### src/rtl/bin2bcd_seq_if.sv
// Request/result bundle for the sequential binary-to-BCD converter.
// The requester drives start/x/signed_mode; the converter returns status and result.
interface bin2bcd_seq_if #(
  parameter int WIDTH  = 16,
  parameter int DIGITS = 5
);
  logic                  start;
  logic [WIDTH-1:0]      x;
  logic                  signed_mode;
  logic                  busy;
  logic                  done;
  logic [4*DIGITS-1:0]   bcd;
  logic                  neg;
  logic                  overflow;

  modport master (
    output start, x, signed_mode,
    input  busy, done, bcd, neg, overflow
  );

  modport slave (
    input  start, x, signed_mode,
    output busy, done, bcd, neg, overflow
  );
endinterface

### src/rtl/bin2bcd_seq.sv
// Sequential double-dabble converter: one shift per clock, WIDTH steps per conversion,
// optional two's-complement input, sticky overflow with all-nines saturation.
module bin2bcd_seq #(
  parameter int WIDTH  = 16,
  parameter int DIGITS = 5
) (
  input  logic          clk,
  input  logic          rst_n,
  bin2bcd_seq_if.slave  bus
);
  localparam int BW = 4 * DIGITS;
  localparam int CW = $clog2(WIDTH + 1);
  localparam logic [CW-1:0] LAST_STEP = CW'(WIDTH - 1);
  localparam logic [BW-1:0] ALL_NINES = {DIGITS{4'h9}};

  typedef enum logic [1:0] {IDLE, CONV, DONE} state_t;

  state_t          state_reg, state_next;
  logic [BW-1:0]   digits_reg;
  logic [BW-1:0]   digits_adj;
  logic [BW-1:0]   digits_step;
  logic [WIDTH-1:0] mag_reg;
  logic [WIDTH-1:0] mag_step;
  logic [WIDTH-1:0] x_abs;
  logic [CW-1:0]   cnt_reg;
  logic            sign_reg;
  logic            ovf_reg;
  logic            ovf_step;
  logic            x_neg;
  logic            capture;
  logic            last_step;
  logic [BW-1:0]   bcd_reg;
  logic            neg_reg;
  logic            overflow_reg;

  // Add-3 correction on every digit that would exceed 9 after doubling.
  generate
    for (genvar gi = 0; gi < DIGITS; gi++) begin : g_adj
      assign digits_adj[4*gi +: 4] = (digits_reg[4*gi +: 4] >= 4'd5)
                                   ? digits_reg[4*gi +: 4] + 4'd3
                                   : digits_reg[4*gi +: 4];
    end
  endgenerate

  assign digits_step = {digits_adj[BW-2:0], mag_reg[WIDTH-1]};
  assign mag_step    = {mag_reg[WIDTH-2:0], 1'b0};
  assign ovf_step    = ovf_reg | digits_adj[BW-1];
  assign last_step   = (cnt_reg == LAST_STEP);

  // Negating the signed minimum wraps back to itself, which is the correct magnitude.
  assign x_neg = bus.signed_mode & bus.x[WIDTH-1];
  assign x_abs = x_neg ? (~bus.x + 1'b1) : bus.x;

  always_ff @(posedge clk or negedge rst_n) begin
    if (!rst_n) begin
      state_reg <= IDLE;
    end else begin
      state_reg <= state_next;
    end
  end

  always_comb begin
    state_next = state_reg;
    capture    = 1'b0;
    case (state_reg)
      IDLE: begin
        if (bus.start) begin
          capture    = 1'b1;
          state_next = CONV;
        end
      end
      CONV: begin
        if (last_step) begin
          state_next = DONE;
        end
      end
      DONE: begin
        capture    = bus.start;
        state_next = bus.start ? CONV : IDLE;
      end
      default: state_next = IDLE;
    endcase
  end

  always_ff @(posedge clk or negedge rst_n) begin
    if (!rst_n) begin
      digits_reg   <= '0;
      mag_reg      <= '0;
      cnt_reg      <= '0;
      sign_reg     <= 1'b0;
      ovf_reg      <= 1'b0;
      bcd_reg      <= '0;
      neg_reg      <= 1'b0;
      overflow_reg <= 1'b0;
    end else if (capture) begin
      digits_reg <= '0;
      mag_reg    <= x_abs;
      sign_reg   <= x_neg;
      cnt_reg    <= '0;
      ovf_reg    <= 1'b0;
    end else if (state_reg == CONV) begin
      digits_reg <= digits_step;
      mag_reg    <= mag_step;
      ovf_reg    <= ovf_step;
      cnt_reg    <= cnt_reg + 1'b1;
      // Results are published only on the edge that completes the final step.
      if (last_step) begin
        bcd_reg      <= ovf_step ? ALL_NINES : digits_step;
        neg_reg      <= sign_reg & (ovf_step | (|digits_step));
        overflow_reg <= ovf_step;
      end
    end
  end

  assign bus.busy     = (state_reg == CONV);
  assign bus.done     = (state_reg == DONE);
  assign bus.bcd      = bcd_reg;
  assign bus.neg      = neg_reg;
  assign bus.overflow = overflow_reg;
endmodule

### src/flat_wrapper.sv
// flat-port wrapper written by rule: the top's interface ports become plain ports
module bin2bcd_seq_flat 
#(
  parameter int WIDTH  = 16,
  parameter int DIGITS = 5
)
  (clk, rst_n, bus_start, bus_x, bus_signed_mode, bus_busy, bus_done, bus_bcd, bus_neg, bus_overflow);
  bin2bcd_seq_if #(.WIDTH(WIDTH), .DIGITS(DIGITS)) bus_i ();
  input  logic clk;
  input  logic rst_n;
  input wire logic [$bits(bus_i.start)-1:0] bus_start;
  input wire logic [$bits(bus_i.x)-1:0] bus_x;
  input wire logic [$bits(bus_i.signed_mode)-1:0] bus_signed_mode;
  output wire logic [$bits(bus_i.busy)-1:0] bus_busy;
  output wire logic [$bits(bus_i.done)-1:0] bus_done;
  output wire logic [$bits(bus_i.bcd)-1:0] bus_bcd;
  output wire logic [$bits(bus_i.neg)-1:0] bus_neg;
  output wire logic [$bits(bus_i.overflow)-1:0] bus_overflow;
  assign bus_i.start = bus_start;
  assign bus_i.x = bus_x;
  assign bus_i.signed_mode = bus_signed_mode;
  assign bus_busy = bus_i.busy;
  assign bus_done = bus_i.done;
  assign bus_bcd = bus_i.bcd;
  assign bus_neg = bus_i.neg;
  assign bus_overflow = bus_i.overflow;
  bin2bcd_seq #(.WIDTH(WIDTH), .DIGITS(DIGITS)) u_core (.clk(clk), .rst_n(rst_n), .bus(bus_i));
endmodule
### config.mk
export PLATFORM = sky130hd
export DESIGN_NAME = bin2bcd_seq_flat
export DESIGN_NICKNAME = d
export VERILOG_FILES = /design/src/rtl/bin2bcd_seq_if.sv /design/src/rtl/bin2bcd_seq.sv /design/src/flat_wrapper.sv
export SDC_FILE = /design/constraint.sdc
export NUM_CORES = 1
export LEC_CHECK = 0
export ABC_AREA = 1
export CORE_ASPECT_RATIO = 0.9
export CORE_MARGIN = 3
export CORE_UTILIZATION = 40
export CTS_BUF_LIST = sky130_fd_sc_hd__clkbuf_16
export DETAILED_ROUTE_END_ITERATION = 10
export SETUP_SLACK_MARGIN = 0.05
export SYNTH_ARGS = -nofsm -noshare
export SYNTH_HDL_FRONTEND = slang
export SYNTH_SLANG_ARGS = --single-unit
### constraint.sdc
create_clock -name clk -period 3.3 [get_ports clk]
set_clock_uncertainty 0.1 [all_clocks]
set_input_delay 0.33 -clock clk [delete_from_list [all_inputs] [get_ports clk]]
set_output_delay 0.33 -clock clk [all_outputs]
set_load 0.01 [all_outputs]
# ---- Word-level counts from Yosys, hierarchy flattened
# Index checks and enable logic that the tools add are counted.
dict set report word_totals {
  regBits 67
  out_inout_bits 24
}
dict set report classes {
  addsub 7
  magnitude_cmp 5
  n_eq_ne 5
  n_mux 21
  bitwise 6
  reduce_logical 5
}
# operator n
set ops {}
lappend ops {{2-to-1 mux 20 bit} 3}
lappend ops {{2-to-1 mux 16 bit} 3}
lappend ops {{adder 4 x 2 -> 4 bit (second input constant)} 5}
lappend ops {{greater-or-equal comparator 4 x 3 -> 1 bit (second input constant)} 5}
lappend ops {{2-to-1 mux 4 bit} 5}
lappend ops {{OR reduction 20 bit} 1}
lappend ops {{adder 16 x 1 -> 16 bit (second input constant)} 1}
lappend ops {{inverter 16 bit} 1}
lappend ops {{2-to-1 mux 5 bit} 2}
lappend ops {{one-hot mux 2 bit (3 select lines)} 1}
lappend ops {{adder 5 x 1 -> 5 bit (second input constant)} 1}
lappend ops {{equality test 5 x 4 -> 1 bit (second input constant)} 1}
lappend ops {{2-to-1 mux 1 bit} 4}
lappend ops {{2-to-1 mux 2 bit} 2}
lappend ops {{AND reduction 3 bit} 1}
lappend ops {{AND 1 bit} 2}
lappend ops {{equality test 2 x 1 -> 1 bit (second input constant)} 1}
lappend ops {{equality test 2 bit (second input constant)} 1}
lappend ops {{zero test 2 bit} 1}
lappend ops {{inequality test 2 x 1 -> 1 bit (second input constant)} 1}
lappend ops {{inequality test 2 bit (second input constant)} 1}
lappend ops {{OR 1 bit} 2}
lappend ops {{one-hot mux 1 bit (2 select lines)} 1}
lappend ops {{AND reduction 2 bit} 1}
lappend ops {{2 further kinds} 2}

# ---- Longest topological paths before layout
dict set report depth {
  word_depth 5
  depth_mapped 13
}

# ---- Worst setup path after synthesis
# No wires, ideal clock.
dict set report synth_timing {
  kind {reg2reg}
  from {reg u_core.digits_reg[12]}
  to {reg u_core.neg_reg (netlist: u_core.bus.neg)}
  setup_time_ns 0.116
  t_arrival_ns 1.395
  required_ns 3.084
  setup_slack_ns 1.689
  path_stages_with_launch 12
  n_path_buf 0
  period_less_slack_ns 1.611
  cell_sequence {dfrtp_1 > inv_1 > ha_1 > inv_1 > nand2_1 > nand3_2 > o21ai_2 > nand2_1 > nor2_1 > nand3_1 > nand2_1 > nand2_1}
}
dict set report synth_via {
  elab_chain_len 5
  elab_cells_between_ends 6
  classes_between {add/sub: 1; order compare: 1; mux: 1; bitwise: 2; reduce/logical: 1}
}
# element line
set synth_rtl {}
lappend synth_rtl {{from (decl)} bin2bcd_seq.sv:19} ;# logic [BW-1:0] digits_reg;
lappend synth_rtl {{from (signal assigned)} bin2bcd_seq.sv:102} ;# digits_reg <= digits_step;
lappend synth_rtl {{adder 4 x 2 -> 4 bit / greater-or-equal comparator 4 x 3 -> 1 bit (equally long branches)} {bin2bcd_seq.sv:40, bin2bcd_seq.sv:39}}
lappend synth_rtl {{2-to-1 mux 4 bit *} bin2bcd_seq.sv:40} ;# ? digits_reg[4*gi +: 4] + 4'd3
lappend synth_rtl {{OR reduction 20 bit *} bin2bcd_seq.sv:109} ;# neg_reg <= sign_reg & (ovf_step | (|digits_step));
lappend synth_rtl {{OR 1 bit *} bin2bcd_seq.sv:109}
lappend synth_rtl {{AND 1 bit *} bin2bcd_seq.sv:109}
lappend synth_rtl {{to (signal assigned)} bin2bcd_seq.sv:109}
lappend synth_rtl {{to (decl)} bin2bcd_seq.sv:33} ;# logic neg_reg;
# Every way passes the cells marked *; elsewhere a longest branch is shown, timed or not.
# A chain may end at the register's enable or synchronous reset.

# ---- Worst setup path after layout
dict set report layout_timing {
  from {reg u_core.cnt_reg[0]}
  to {reg u_core.bcd_reg[7] (netlist: u_core.bus.bcd[7])}
}
dict set report layout_via {
  elab_chain_len 2
}
# element line
set layout_rtl {}
lappend layout_rtl {{from (decl)} bin2bcd_seq.sv:25} ;# logic [CW-1:0] cnt_reg;
lappend layout_rtl {{from (signal assigned)} bin2bcd_seq.sv:105} ;# cnt_reg <= cnt_reg + 1'b1;
lappend layout_rtl {{equality test 5 x 4 -> 1 bit} bin2bcd_seq.sv:48} ;# assign last_step = (cnt_reg == LAST_STEP);
lappend layout_rtl {{AND reduction 3 bit (no line)} -}
lappend layout_rtl {{to (signal assigned)} bin2bcd_seq.sv:108} ;# bcd_reg <= ovf_step ? ALL_NINES : digits_step;
lappend layout_rtl {{to (decl)} bin2bcd_seq.sv:32} ;# logic [BW-1:0] bcd_reg;
# Every way passes these cells.

==> metrics <==
number of gates resized after CTS=0; initial antenna violation count=0; crit start category=flip-flop; Layout area overhead=21.2%; total power draw=4090 µW; I/O pin total=44; worst-margin pin slew=865 ps; Post-Syn Instances=around 450; synth top area cells=dfrtp_1, nand2_1, inv_1, ha_1, o22ai_1; CTS tree=built; Longest Clk Path Bufs=2; final wirelength=8690 µm; Overall Global Routing Usage=0.179; detail-routed net length per standard cell=roughly 14 µm; first-pass iteration count of the detailed router=4; Syn Area/Cell=8.23 µm²; total grt overflow=0; PortBufs=43; CP Data Required Time=3450 ps; most frequent cells after synthesis=nand2_1, dfrtp_1, inv_1; WS Path Type=reg -> reg; fin crit share=0.717; Main synth FF type=dfrtp_1; worst vdd ir=0.309 mV; routability cong.=0.824; minimum clock period=2370 ps; starting density of the core=0.419; share of the synthesized area in the top cell type=0.457; Cell Area, Synth=3670 µm²; first-pass GRT wire length=14800 µm; vias in the first global route=2990; hpwl dp=6170 µm; Fin. Hold Viols=0; largest net degree at the start of global routing=68; Hold Crit Class=in -> async; DR vias/cell=5.01; Fmax=0.422 GHz; DRC viols=0; max-slew violation count=0; CTS Hold Bufs=0; share of layout cells above drive strength 1=0.115; FF+latch count, synth=67; standard-cell rows=32; total number of vias=3072; antenna fix cells=0; Synth async-reset ratio=1.00; synth unique cells=34; Synth area leader=dfrtp_1; Clock Sinks=67; Clk Latency, worst-skew pair=roughly 330 ps; Final ANT Viol Nets=0; CTS buffer count=9; Synthesis Warnings=0; Chip Width=107 µm; power per cell area=920 nW/µm²; status=finished, final reports clean; Die Y=96.9 µm; setup_tns=0 ps; RSZ-0062 raised after global routing=false; Leak=approximately 0.0021 µW; core area=8770 µm²; fin nets=522; Critical Path Sink Type=flip-flop; Iteration-0 DRC Markers=approximately 220; critical path peak fanout=13; CP arrival=2520 ps; number of max-cap violations=0; Post CTS Setup Buffer Count=0; most instantiated library cell after synthesis=nand2_1; sequential area share after synthesis=0.457; Post-Synthesis Net Count=479; Worst-path clk slew=about 60 ps; Post-synth EDFFs=0; CTS HTree Levels=3; final setup fails=0; relative slew slack=0.423; root buf cell=clkbuf_16; full die area=10400 µm²
==> path summary, 6_finish.rpt <==
kind / to / from / cells past startpoint / slack [ps]
worst max-delay path: u_core.bus.bcd[7] / u_core.cnt_reg[0] / 9 / 930
worst min-delay path: u_core.digits_reg[16] / rst_n / 2 / 90
worst max register to register: u_core.bus.bcd[7] / u_core.cnt_reg[0] / 9 / 930
worst min register to register: u_core.sign_reg / u_core.sign_reg / 2 / 390
max in group asynchronous: u_core.mag_reg[15] / rst_n / 2 / 2430
min in group clk: u_core.sign_reg / u_core.sign_reg / 2 / 390
==> logic make-up after synthesis <==
logic type      after synthesis  synth area share
flops                        67             0.457
simple gates                177             0.213
compound gates              101             0.183
xor+xnor                      2           0.00682
fa+ha+maj                    13            0.0443
buf+inv                      86            0.0968
==> area by class of cell <==
cell class | instances | area (µm²)
Sequential cell | 67 | 1680
Timing Repair Buffer | 45 | 440
Multi-Input combinational cell | 293 | 1640
Clock inverter | 7 | 43.8
Fill cell | 824 | 4320
Tap cell | 119 | 149
Clock buffer | 9 | 225
Inverter | 73 | 277
==> power breakdown <==
part,total (µW),switching (µW),internal [µW]
clock,866,361,505
combinational,1900,1210,687
sequential,1330,192,1130
total,4090,1770,2330
==> metal layers <==
metal / up-vias / GRT usage / wire (µm)
met3: 8 / 0.0394 / 367
met2: 69 / 0.255 / 3640
met1: 1427 / 0.271 / 4580
met5: - / 0 / 0
met4: 0 / 0.0560 / 102
li1: 1568 / - / -
==> cell usage in the layout, fill, tap and decap left out, drive strengths merged <==
cell type and n:
nand2 106, inv 74, dfrtp 67, clkdlybuf4s50 42, o21ai 40, nor2 33
nand3 26, o22ai 25, ha 13, a2bb2oi 10, a21oi 10, clkbuf 9
nand4 8, o221ai 6, clkinv 5, o211ai 4, o21bai 4, nor3 3
buf 3, xor2 2, o21a 1, a22o 1, nand3b 1, clkinvlp 1
==> worst max-delay path, stage by stage (launching register included) <==
cell       delay, ps
dfrtp_1          410
ha_1             220
nand2_1           80
nor2_1            50
ha_1             180
nand2_1          350
inv_2            210
nand2_2          340
inv_2            170
a2bb2oi_1        170
==> stage by stage <==
step	instance area [µm²]	worst slack [ps]	hold WS, ps	util	instances
floorplan	3670	1690	-65.6	-	446
global placement	4180	1070	364	0.477	597
detailed placement	4180	944	379	0.477	597
CTS	4450	927	139	0.508	613
global route	4450	717	160	0.508	613
finish	4450	933	87.9	0.508	613
Power figures use the tool's default switching activity.
